--- src/rtl/aes_txn_sequencer_if.sv ---
// rtl/aes_txn_sequencer_if.sv - request/response, key-core and cipher-core signal bundle
interface aes_txn_sequencer_if #(
    parameter int DATA_W = 128,
    parameter int KEY_W  = 256,
    parameter int TAG_W  = 4
);
    logic              req_valid;
    logic              req_ready;
    logic [1:0]        req_op;
    logic [KEY_W-1:0]  req_key;
    logic [1:0]        req_mode;
    logic [DATA_W-1:0] req_data;
    logic [TAG_W-1:0]  req_tag;

    logic              rsp_valid;
    logic              rsp_ready;
    logic [DATA_W-1:0] rsp_data;
    logic [TAG_W-1:0]  rsp_tag;
    logic [1:0]        rsp_err;

    logic [KEY_W-1:0]  key_i_key;
    logic [1:0]        key_i_key_mode;
    logic              key_i_start;
    logic              key_o_key_ready;

    logic [DATA_W-1:0] cph_i_data;
    logic              cph_i_data_valid;
    logic              cph_i_ende;
    logic              cph_i_enable;
    logic              cph_o_ready;
    logic              cph_o_data_valid;
    logic [DATA_W-1:0] cph_o_data;

    modport slave (
        input  req_valid, req_op, req_key, req_mode, req_data, req_tag, rsp_ready,
               key_o_key_ready, cph_o_ready, cph_o_data_valid, cph_o_data,
        output req_ready, rsp_valid, rsp_data, rsp_tag, rsp_err,
               key_i_key, key_i_key_mode, key_i_start,
               cph_i_data, cph_i_data_valid, cph_i_ende, cph_i_enable
    );

    modport master (
        output req_valid, req_op, req_key, req_mode, req_data, req_tag, rsp_ready,
               key_o_key_ready, cph_o_ready, cph_o_data_valid, cph_o_data,
        input  req_ready, rsp_valid, rsp_data, rsp_tag, rsp_err,
               key_i_key, key_i_key_mode, key_i_start,
               cph_i_data, cph_i_data_valid, cph_i_ende, cph_i_enable
    );
endinterface

--- src/rtl/aes_txn_sequencer.sv ---
// rtl/aes_txn_sequencer.sv - queues AES key-load/encrypt/decrypt requests and sequences the cores
module aes_txn_sequencer #(
    parameter int DATA_W  = 128,
    parameter int KEY_W   = 256,
    parameter int DEPTH   = 4,
    parameter int TAG_W   = 4,
    parameter int TIMEOUT = 1023
) (
    input  logic               clk,
    input  logic               reset_n,
    aes_txn_sequencer_if.slave bus
);
    localparam int AW    = $clog2(DEPTH);
    localparam int RQ_W  = 2 + KEY_W + 2 + DATA_W + TAG_W;
    localparam int RS_W  = DATA_W + TAG_W + 2;
    localparam int CNT_W = $clog2(TIMEOUT + 1);

    localparam logic [1:0] ERR_OK      = 2'b00;
    localparam logic [1:0] ERR_TIMEOUT = 2'b01;
    localparam logic [1:0] ERR_ILLEGAL = 2'b10;
    localparam logic [1:0] ERR_NOKEY   = 2'b11;

    typedef enum logic [2:0] {
        S_IDLE, S_KEY_START, S_KEY_WAIT, S_CPH_WAIT_RDY, S_CPH_ISSUE, S_CPH_WAIT_DATA, S_RESP
    } state_e;

    // request FIFO
    logic [RQ_W-1:0] rq_mem [DEPTH];
    logic [AW:0]     rq_wptr_q, rq_rptr_q;
    logic            rq_empty, rq_full, rq_push, rq_pop;
    logic [1:0]        hd_op, hd_mode;
    logic [KEY_W-1:0]  hd_key;
    logic [DATA_W-1:0] hd_data;
    logic [TAG_W-1:0]  hd_tag;

    assign rq_empty      = (rq_wptr_q == rq_rptr_q);
    assign rq_full       = (rq_wptr_q[AW] != rq_rptr_q[AW]) && (rq_wptr_q[AW-1:0] == rq_rptr_q[AW-1:0]);
    assign bus.req_ready = reset_n && !rq_full;
    assign rq_push       = bus.req_valid && bus.req_ready;
    assign {hd_op, hd_key, hd_mode, hd_data, hd_tag} = rq_mem[rq_rptr_q[AW-1:0]];

    always_ff @(posedge clk) begin
        if (rq_push) begin
            rq_mem[rq_wptr_q[AW-1:0]] <= {bus.req_op, bus.req_key, bus.req_mode, bus.req_data, bus.req_tag};
        end
    end

    // response FIFO
    logic [RS_W-1:0]   rs_mem [DEPTH];
    logic [AW:0]       rs_wptr_q, rs_rptr_q;
    logic              rs_empty, rs_full, rs_push, rs_pop;
    logic [DATA_W-1:0] rs_data;
    logic [TAG_W-1:0]  rs_tag;
    logic [1:0]        rs_err;

    assign rs_empty = (rs_wptr_q == rs_rptr_q);
    assign rs_full  = (rs_wptr_q[AW] != rs_rptr_q[AW]) && (rs_wptr_q[AW-1:0] == rs_rptr_q[AW-1:0]);
    assign rs_pop   = bus.rsp_valid && bus.rsp_ready;
    assign {rs_data, rs_tag, rs_err} = rs_mem[rs_rptr_q[AW-1:0]];

    // payload is gated so nothing stale or uninitialised is visible without rsp_valid
    assign bus.rsp_valid = !rs_empty;
    assign bus.rsp_data  = bus.rsp_valid ? rs_data : '0;
    assign bus.rsp_tag   = bus.rsp_valid ? rs_tag  : '0;
    assign bus.rsp_err   = bus.rsp_valid ? rs_err  : '0;

    // FSM and transaction state
    state_e            state_q, state_d;
    logic [CNT_W-1:0]  cnt_q, cnt_d;
    logic              key_loaded_q, key_loaded_d;
    logic [1:0]        cur_op_q, cur_op_d, cur_mode_q, cur_mode_d;
    logic [KEY_W-1:0]  cur_key_q, cur_key_d;
    logic [DATA_W-1:0] cur_data_q, cur_data_d, res_data_q, res_data_d;
    logic [TAG_W-1:0]  cur_tag_q, cur_tag_d;
    logic [1:0]        res_err_q, res_err_d;
    logic              timed_out;

    always_ff @(posedge clk) begin
        if (rs_push) begin
            rs_mem[rs_wptr_q[AW-1:0]] <= {res_data_q, cur_tag_q, res_err_q};
        end
    end

    always_ff @(posedge clk or negedge reset_n) begin
        if (!reset_n) begin
            rq_wptr_q    <= '0;
            rq_rptr_q    <= '0;
            rs_wptr_q    <= '0;
            rs_rptr_q    <= '0;
            state_q      <= S_IDLE;
            cnt_q        <= '0;
            key_loaded_q <= 1'b0;
            cur_op_q     <= '0;
            cur_mode_q   <= '0;
            cur_key_q    <= '0;
            cur_data_q   <= '0;
            cur_tag_q    <= '0;
            res_data_q   <= '0;
            res_err_q    <= '0;
        end else begin
            if (rq_push) rq_wptr_q <= rq_wptr_q + 1'b1;
            if (rq_pop)  rq_rptr_q <= rq_rptr_q + 1'b1;
            if (rs_push) rs_wptr_q <= rs_wptr_q + 1'b1;
            if (rs_pop)  rs_rptr_q <= rs_rptr_q + 1'b1;
            state_q      <= state_d;
            cnt_q        <= cnt_d;
            key_loaded_q <= key_loaded_d;
            cur_op_q     <= cur_op_d;
            cur_mode_q   <= cur_mode_d;
            cur_key_q    <= cur_key_d;
            cur_data_q   <= cur_data_d;
            cur_tag_q    <= cur_tag_d;
            res_data_q   <= res_data_d;
            res_err_q    <= res_err_d;
        end
    end

    // counter value k means the current cycle is the (k+1)-th spent in a wait state
    assign timed_out = (cnt_q == CNT_W'(TIMEOUT - 1));

    always_comb begin
        state_d      = state_q;
        cnt_d        = '0;
        key_loaded_d = key_loaded_q;
        cur_op_d     = cur_op_q;
        cur_mode_d   = cur_mode_q;
        cur_key_d    = cur_key_q;
        cur_data_d   = cur_data_q;
        cur_tag_d    = cur_tag_q;
        res_data_d   = res_data_q;
        res_err_d    = res_err_q;
        rq_pop       = 1'b0;
        rs_push      = 1'b0;
        case (state_q)
            S_IDLE: begin
                if (!rq_empty && !rs_full) begin
                    rq_pop     = 1'b1;
                    cur_op_d   = hd_op;
                    cur_mode_d = hd_mode;
                    cur_key_d  = hd_key;
                    cur_data_d = hd_data;
                    cur_tag_d  = hd_tag;
                    res_data_d = '0;
                    res_err_d  = ERR_OK;
                    case (hd_op)
                        2'b00: begin
                            state_d      = S_KEY_START;
                            key_loaded_d = 1'b0;
                        end
                        2'b11: begin
                            state_d   = S_RESP;
                            res_err_d = ERR_ILLEGAL;
                        end
                        default: begin
                            if (key_loaded_q) begin
                                state_d = S_CPH_WAIT_RDY;
                            end else begin
                                state_d   = S_RESP;
                                res_err_d = ERR_NOKEY;
                            end
                        end
                    endcase
                end
            end
            S_KEY_START: state_d = S_KEY_WAIT;
            S_KEY_WAIT: begin
                if (bus.key_o_key_ready) begin
                    state_d      = S_RESP;
                    key_loaded_d = 1'b1;
                end else if (timed_out) begin
                    state_d      = S_RESP;
                    res_err_d    = ERR_TIMEOUT;
                    key_loaded_d = 1'b0;
                end
            end
            S_CPH_WAIT_RDY: begin
                if (bus.cph_o_ready) begin
                    state_d = S_CPH_ISSUE;
                end else if (timed_out) begin
                    state_d   = S_RESP;
                    res_err_d = ERR_TIMEOUT;
                end
            end
            S_CPH_ISSUE: state_d = S_CPH_WAIT_DATA;
            S_CPH_WAIT_DATA: begin
                if (bus.cph_o_data_valid) begin
                    state_d    = S_RESP;
                    res_data_d = bus.cph_o_data;
                end else if (timed_out) begin
                    state_d   = S_RESP;
                    res_err_d = ERR_TIMEOUT;
                end
            end
            S_RESP: begin
                rs_push = 1'b1;
                state_d = S_IDLE;
            end
            default: state_d = S_IDLE;
        endcase
        if ((state_d == state_q) &&
            (state_q == S_KEY_WAIT || state_q == S_CPH_WAIT_RDY || state_q == S_CPH_WAIT_DATA)) begin
            cnt_d = cnt_q + 1'b1;
        end
    end

    // key stays presented through expansion so the core may sample it late
    assign bus.key_i_start      = (state_q == S_KEY_START);
    assign bus.key_i_key        = (state_q == S_KEY_START || state_q == S_KEY_WAIT) ? cur_key_q  : '0;
    assign bus.key_i_key_mode   = (state_q == S_KEY_START || state_q == S_KEY_WAIT) ? cur_mode_q : '0;
    assign bus.cph_i_data_valid = (state_q == S_CPH_ISSUE);
    assign bus.cph_i_data       = (state_q == S_CPH_ISSUE) ? cur_data_q : '0;
    assign bus.cph_i_enable     = (state_q == S_CPH_ISSUE || state_q == S_CPH_WAIT_DATA);
    assign bus.cph_i_ende       = bus.cph_i_enable && cur_op_q[1];
endmodule
--- src/flat_wrapper.sv ---
// flat-port wrapper written by rule: the top's interface ports become plain ports
module aes_txn_sequencer_flat 
#(
    parameter int DATA_W  = 128,
    parameter int KEY_W   = 256,
    parameter int DEPTH   = 4,
    parameter int TAG_W   = 4,
    parameter int TIMEOUT = 1023
)
  (clk, reset_n, bus_req_valid, bus_req_op, bus_req_key, bus_req_mode, bus_req_data, bus_req_tag, bus_rsp_ready, bus_key_o_key_ready, bus_cph_o_ready, bus_cph_o_data_valid, bus_cph_o_data, bus_req_ready, bus_rsp_valid, bus_rsp_data, bus_rsp_tag, bus_rsp_err, bus_key_i_key, bus_key_i_key_mode, bus_key_i_start, bus_cph_i_data, bus_cph_i_data_valid, bus_cph_i_ende, bus_cph_i_enable);
  aes_txn_sequencer_if #(.DATA_W(DATA_W), .KEY_W(KEY_W), .TAG_W(TAG_W)) bus_i ();
  input  logic clk;
  input  logic reset_n;
  input wire logic [$bits(bus_i.req_valid)-1:0] bus_req_valid;
  input wire logic [$bits(bus_i.req_op)-1:0] bus_req_op;
  input wire logic [$bits(bus_i.req_key)-1:0] bus_req_key;
  input wire logic [$bits(bus_i.req_mode)-1:0] bus_req_mode;
  input wire logic [$bits(bus_i.req_data)-1:0] bus_req_data;
  input wire logic [$bits(bus_i.req_tag)-1:0] bus_req_tag;
  input wire logic [$bits(bus_i.rsp_ready)-1:0] bus_rsp_ready;
  input wire logic [$bits(bus_i.key_o_key_ready)-1:0] bus_key_o_key_ready;
  input wire logic [$bits(bus_i.cph_o_ready)-1:0] bus_cph_o_ready;
  input wire logic [$bits(bus_i.cph_o_data_valid)-1:0] bus_cph_o_data_valid;
  input wire logic [$bits(bus_i.cph_o_data)-1:0] bus_cph_o_data;
  output wire logic [$bits(bus_i.req_ready)-1:0] bus_req_ready;
  output wire logic [$bits(bus_i.rsp_valid)-1:0] bus_rsp_valid;
  output wire logic [$bits(bus_i.rsp_data)-1:0] bus_rsp_data;
  output wire logic [$bits(bus_i.rsp_tag)-1:0] bus_rsp_tag;
  output wire logic [$bits(bus_i.rsp_err)-1:0] bus_rsp_err;
  output wire logic [$bits(bus_i.key_i_key)-1:0] bus_key_i_key;
  output wire logic [$bits(bus_i.key_i_key_mode)-1:0] bus_key_i_key_mode;
  output wire logic [$bits(bus_i.key_i_start)-1:0] bus_key_i_start;
  output wire logic [$bits(bus_i.cph_i_data)-1:0] bus_cph_i_data;
  output wire logic [$bits(bus_i.cph_i_data_valid)-1:0] bus_cph_i_data_valid;
  output wire logic [$bits(bus_i.cph_i_ende)-1:0] bus_cph_i_ende;
  output wire logic [$bits(bus_i.cph_i_enable)-1:0] bus_cph_i_enable;
  assign bus_i.req_valid = bus_req_valid;
  assign bus_i.req_op = bus_req_op;
  assign bus_i.req_key = bus_req_key;
  assign bus_i.req_mode = bus_req_mode;
  assign bus_i.req_data = bus_req_data;
  assign bus_i.req_tag = bus_req_tag;
  assign bus_i.rsp_ready = bus_rsp_ready;
  assign bus_i.key_o_key_ready = bus_key_o_key_ready;
  assign bus_i.cph_o_ready = bus_cph_o_ready;
  assign bus_i.cph_o_data_valid = bus_cph_o_data_valid;
  assign bus_i.cph_o_data = bus_cph_o_data;
  assign bus_req_ready = bus_i.req_ready;
  assign bus_rsp_valid = bus_i.rsp_valid;
  assign bus_rsp_data = bus_i.rsp_data;
  assign bus_rsp_tag = bus_i.rsp_tag;
  assign bus_rsp_err = bus_i.rsp_err;
  assign bus_key_i_key = bus_i.key_i_key;
  assign bus_key_i_key_mode = bus_i.key_i_key_mode;
  assign bus_key_i_start = bus_i.key_i_start;
  assign bus_cph_i_data = bus_i.cph_i_data;
  assign bus_cph_i_data_valid = bus_i.cph_i_data_valid;
  assign bus_cph_i_ende = bus_i.cph_i_ende;
  assign bus_cph_i_enable = bus_i.cph_i_enable;
  aes_txn_sequencer #(.DATA_W(DATA_W), .KEY_W(KEY_W), .DEPTH(DEPTH), .TAG_W(TAG_W), .TIMEOUT(TIMEOUT)) u_core (.clk(clk), .reset_n(reset_n), .bus(bus_i));
endmodule
--- config.mk ---
export PLATFORM = sky130hd
export DESIGN_NAME = aes_txn_sequencer_flat
export DESIGN_NICKNAME = d
export VERILOG_FILES = /design/src/rtl/aes_txn_sequencer_if.sv /design/src/rtl/aes_txn_sequencer.sv /design/src/flat_wrapper.sv
export SDC_FILE = /design/constraint.sdc
export NUM_CORES = 2
export LEC_CHECK = 0
export BUFFER_PORTS_ARGS = -buffer_cell sky130_fd_sc_hd__buf_2
export CORE_MARGIN = 2
export CORE_UTILIZATION = 45
export DETAILED_ROUTE_END_ITERATION = 16
export SETUP_SLACK_MARGIN = 0.1
export SKIP_LAST_GASP = 1
export SYNTH_ARGS = -nofsm -noshare
export SYNTH_HDL_FRONTEND = slang
export SYNTH_SLANG_ARGS = --single-unit
--- constraint.sdc ---
create_clock -name clk -period 14.59 [get_ports clk]
set_input_delay 0.7295 -clock clk [delete_from_list [all_inputs] [get_ports clk]]
set_output_delay 0.7295 -clock clk [all_outputs]
set_load 0.01 [all_outputs]
* Word-level counts from Yosys, hierarchy flattened
Memory sizes are Yosys's and may differ from the RTL's.
Cells that the tools add are included.
** Storage, ports and cells
- Memories :: 2
- RAM bits :: 2104
- Word-level logic and storage cells :: 106
- Flip-flop bits (word level) :: 548
- Output and inout bits :: 526
** Operators by class
- Reductions and logical operators :: 25
- Equal/unequal tests :: 22
- Multiplexer cells :: 38
- $add $sub $neg :: 5
** Memories
- u_core.rq_mem :: depth 4, bits a word 392, read ports 1, clocked after Yosys merged registers in 0, wr ports 1, line aes_txn_sequencer.sv:28 : logic [RQ_W-1:0] rq_mem [DEPTH];
- u_core.rs_mem :: depth 4, bits a word 134, read ports 1, clocked after Yosys merged registers in 0, wr ports 1, line aes_txn_sequencer.sv:49 : logic [RS_W-1:0] rs_mem [DEPTH];
** Operators by type and width (number)
- 128-bit 2-to-1 mux :: 4
- 256-bit 2-to-1 mux :: 1
- 128-bit one-hot mux with 2 select lines :: 1
- 3-bit 2-to-1 mux :: 6
- 3-bit one-hot mux with 6 select lines :: 1
- 2-bit 2-to-1 mux :: 8
- 3-bit by 1-bit adder with 3-bit output (second input constant) :: 4
- 1-bit 2-to-1 mux :: 11
- 10-bit by 1-bit adder with 10-bit output (second input constant) :: 1
- 10-bit == test (second input constant) :: 1
- 10-bit 2-to-1 mux :: 1
- 2-bit != test (second input constant) :: 5
- 3-bit == test :: 3
- 3-bit == test (second input constant) :: 3
- 1-bit logical AND :: 8
- 2-bit one-hot mux with 4 select lines :: 1
- 3-bit by 2-bit == test with 1-bit output (second input constant) :: 2
- 3-bit one-hot mux with 2 select lines :: 1
- 5-bit AND reduction :: 1
- 2-bit == test :: 2
- 1-bit logical NOT :: 4
- 1-bit logical OR :: 4
- 4-bit 2-to-1 mux :: 1
- 2-bit one-hot mux with 2 select lines :: 1
- 13 further kinds :: 15

* Logic depth before layout (Yosys ltp)
- Word-level depth :: 9
- Gate-level depth with buffers :: 9

* Least setup slack after synthesis
OpenSTA, ideal clock, no wires.
- Kind :: input to register
- From :: input reset_n
- To :: memory u_core.rq_mem[3][0] (netlist bit), enable pin
- Setup time :: 0.810 ns
- Path buffers :: 0
- Data arrival time :: 10.204 ns
- Data required time :: 13.780 ns
- Stages :: 3
- Slack :: 3.576 ns
- Cells stage by stage :: inv_1 -> a31oi_1 -> and3_1
** Between the ends
- Longest elaborated chain between the ends :: 4
** RTL lines
- start, declared :: line flat_wrapper.sv:13 : input logic reset_n;
- 1-bit logical AND :: line aes_txn_sequencer.sv:38 : assign bus.req_ready = reset_n && !rq_full;
- named net bus_req_ready :: line flat_wrapper.sv:25 : output wire logic [$bits(bus_i.req_ready)-1:0] bus_req_ready;
- 1-bit logical AND :: line aes_txn_sequencer.sv:39 : assign rq_push = bus.req_valid && bus.req_ready;
- 1-bit 2-to-1 mux :: line aes_txn_sequencer.sv:43 : if (rq_push) begin
- 1-bit 2-to-1 mux (not written as such) :: line aes_txn_sequencer.sv:44 : rq_mem[rq_wptr_q[AW-1:0]] <= {bus.req_op, bus.req_key, bus.req_mode, bus.req_data, bus.req_tag};
- end, declared :: line aes_txn_sequencer.sv:28
The timed path passes the listed nets, and every way through them passes these cells.

* Worst setup path in the final report
- From :: register u_core.state_q[0]
- To :: output bus_key_i_key[234]
** Between the ends
- Longest elaborated chain between the ends :: 3
** RTL lines
- start, declared :: line aes_txn_sequencer.sv:68 : state_e state_q, state_d;
- start signal, assigned :: line aes_txn_sequencer.sv:105 : state_q <= state_d;
- 3-bit by 1-bit == test with 1-bit output / 3-bit by 2-bit == test with 1-bit output (equally long branches) :: line aes_txn_sequencer.sv:208 : assign bus.key_i_key = (state_q == S_KEY_START || state_q == S_KEY_WAIT) ? cur_key_q : '0;
- 1-bit logical OR (*) :: line aes_txn_sequencer.sv:208
- 256-bit 2-to-1 mux (*) :: line aes_txn_sequencer.sv:208
- end, declared :: line flat_wrapper.sv:30 : output wire logic [$bits(bus_i.key_i_key)-1:0] bus_key_i_key;
Every way passes the cells marked *; elsewhere a longest branch is shown, timed or not.

==> reports/metrics.cfg <==
[sta]
min_period_ps = 5320
worst_clock_skew_ps = 73.3
worst_pin_slew_ps = 1170
fmax_mhz = 188
maxSlewHeadroom_pct = 22.3
drv_slew = 0
fin_hold_ws_ps = 85.9
rsz0062_at_grt = false
finalSetupTns_ps = 0
post-route-period-util_pct = 36.5
setup_viol = 0
finalHoldViolCount = 0

[power]
ir_worst_vdd_v = 0.000240
cellPowerDensity_mw_per_mm2 = 208
p_leak_nw = 46.7
finalPower_mw = 25.4

[global_route]
grt_max_degree = 172
grt_use_total_pct = 22.3
grt.met3_usage_pct = 6.35
grtUsageMet1_pct = 29.4
grt_pass1_wl_mm = 371
busiest_layer = met2
grt_pass1_vias = 55500
antenna_found_initial = 116
use_met2_pct = 35.3
grt-ovfl-total = 0

[floorplanning]
die_h_um = 475
rows = 172
coreArea_mm2 = 0.220
dieArea_mm2 = 0.225
pin_count = 1053
die_x_um = 475
initial_core_util_pct = 45.3

[cts]
path_clk_slew_ps = 60
htree_levels = 5
clock_latency_ps = 930
clock_path_buffers = 4
tritoncts = done
numCtsBuffers = 291
postCtsResizedCells = 0
cts.sinks = 2651
cts-root-buf = clkbuf_16

[yosys]
ys_seq_area_share_pct = 77.1
ys_seq_elements = 2651
synth_nets = 5975
ys_top_cells_by_area = edfxtp_1 (63%), dfrtp_1 (14%), mux4_2 (12%)
yosysWarningCount = 0
synth_edf_count = 2104
netlist_top_cells_count = edfxtp_1 (2,104), nand2_1 (1,186), dfrtp_1 (547)
yosysUniqueCellTypes = 40
synth_top_cell_by_area = edfxtp_1
netlist_area_mm2 = 0.0997
synthCells = 5434
ys_async_sr_fraction_pct = 20.6
yosysTopAreaCellShare_pct = 63.3
synth_most_common_cell = edfxtp_1
synth_flop_cell = edfxtp_1
avgSynthCellArea_um2 = 18.4

[worst_setup_path]
cp_num_buf_inv = 3
worstPathMaxFanout = 108
critPathKind = reg -> out
arrival_ps = 4590
critPathLaunchType = register
critPathMaxStageDelay_ps = 920
cpMostUsedCell = buf_4
path_cells = xnor2_1 -> nor2_4 -> buf_4 -> buf_4 -> and2_1 -> buf_2
cp.required_ps = 13860
crit_family = buffers and inverters
cp_slowest_cell = buf_4
endpoint_kind = primary output

[worst_hold_path]
hold_class = in -> reg

[final_layout]
finalNetCount = 7568
seq_area_mm2 = 0.0769
final_layout_size_suffix_gt1_share_pct = 28.7
multiInputGateArea_mm2 = 0.0216
syn_to_final_growth_pct = 22.5
n_fill_cell = 17300

[routing]
num_vias = 54100
drt_first_iter_violations = 4380
route.detailed.drc = 0
wl_per_cell_um = 24.9
vias_per_cell = 5.27
wl_mm = 255
drtAntennaViolNets = 0
first_pass_iters = 6

[placed_design]
numPortBuffers = 1052
globalplace.congestion = 0.790
dp_hpwl_mm = 154

[job]
cap_violations = 0

[run_status]
outcome = finished, final reports clean

state kept, by name, indices dropped and copies added, names as in the netlist:
| register | flops |
|---|---|
| u_core.rq_rptr_q | 3 |
| u_core.cur_data_q | 128 |
| u_core.res_err_q | 2 |
| u_core.cnt_q | 10 |
| u_core.cur_op_q | 1 |
| u_core.rs_rptr_q | 3 |
| u_core.cur_mode_q | 2 |
| u_core.state_q | 3 |
| u_core.key_loaded_q | 1 |
| u_core.rs_wptr_q | 3 |
| u_core.rq_wptr_q | 3 |
| u_core.rs_mem | 536 |
| u_core.rq_mem | 1568 |
| u_core.res_data_q | 128 |
| u_core.cur_key_q | 256 |
| u_core.cur_tag_q | 4 |
power breakdown:
group | switching, mW | total [mW] | internal (mW) | leakage, nW
clock network | 2.87 | 7.05 | 4.18 | 4.49
logic | 4.61 | 7.63 | 3.02 | 16.0
registers | 0.802 | 10.7 | 9.92 | 26.1
total | 8.28 | 25.4 | 17.1 | 46.7
repair_timing:
action | in CTS | in global routing
endpoints found under the hold margin | 1626 | 0
hold buffers | 466 | 0
setup buffers | 0 | 0
path summary, 6_finish.rpt:
path | end | slack [ps] | cells past startpoint | startpoint
worst max-delay path | bus_key_i_key[234] | 9270 | 6 | u_core.state_q[0]
worst min-delay path | u_core.res_data_q[21] | 90 | 2 | bus_cph_o_data[21]
worst max register to register | u_core.rq_mem[0][230] | 9390 | 6 | u_core.rq_rptr_q[1]
worst min register to register | u_core.cur_key_q[159] | 460 | 2 | u_core.cur_key_q[159]
max in group asynchronous | u_core.cur_data_q[31] | 10540 | 7 | reset_n
min in group asynchronous | u_core.res_data_q[37] | 260 | 2 | reset_n
worst reg2reg max path, stage by stage (launching register included):
cell     delay (ps)
dfrtp_4         870
xnor2_1         190
a31oi_1         430
and3_4          710
buf_4           870
buf_4           930
buf_4           830
per-layer routing:
metal  vias up  part of all wire, %
met4        80                  4.0
met5         -                 0.19
met3       493                  7.8
li1      23700                    -
met2      1828                   48
met1     28000                   40
cells by family (layout without fill, tap and decap cells):
kind of cell | Yosys count | after routing | share of synthesized area [%]
AOI/OAI and AO/OA | 149 | 149 | 1.27
xor gates and xnor gates | 22 | 22 | 0.193
adders and majority gates | 14 | 14 | 0.176
buffers and inverters | 305 | 2117 | 1.35
DFF | 2651 | 2651 | 77.1
muxes | 529 | 529 | 11.9
other | 0 | 62 | 0
and+or+nand+nor | 1764 | 1764 | 8.03
layout make-up:
cell class / instances / area share (%)
clock inverters: 97 / 0.747
well taps: 2958 / 3.03
multi-input cells: 2478 / 17.7
diodes: 62 / 0.127
flip-flops and latches: 2651 / 62.9
clock buffers: 415 / 6.74
repair buffers: 1593 / 8.68
inverters: 12 / 0.0369
per-stage QoR:
stage | std cells | worst slack [ps] | utilization, % | instance area, um^2
after CTS | 10200 | 9050 | 55.5 | 122000
after floorplan | 5434 | 3580 | - | 99700
after detailed placement | 9226 | 9110 | 49.2 | 108000
final | 10300 | 9270 | 55.5 | 122000
after global routing | 10200 | 8890 | 55.5 | 122000
after global placement | 9226 | 9120 | 49.2 | 108000
placed cells by master, fill, tap and decap left out, drive strengths merged, types with 62 or more instances in the layout:
| master | n |
|---|---|
| dfrtp | 547 |
| clkinv | 67 |
| nand2 | 1186 |
| mux4 | 526 |
| and2 | 393 |
| diode | 62 |
| clkbuf | 415 |
| nor2b | 134 |
| edfxtp | 2104 |
| buf | 1127 |
| dlygate4sd3 | 466 |
| a22o | 128 |
No activity file was read; power rests on OpenSTA's default activity.
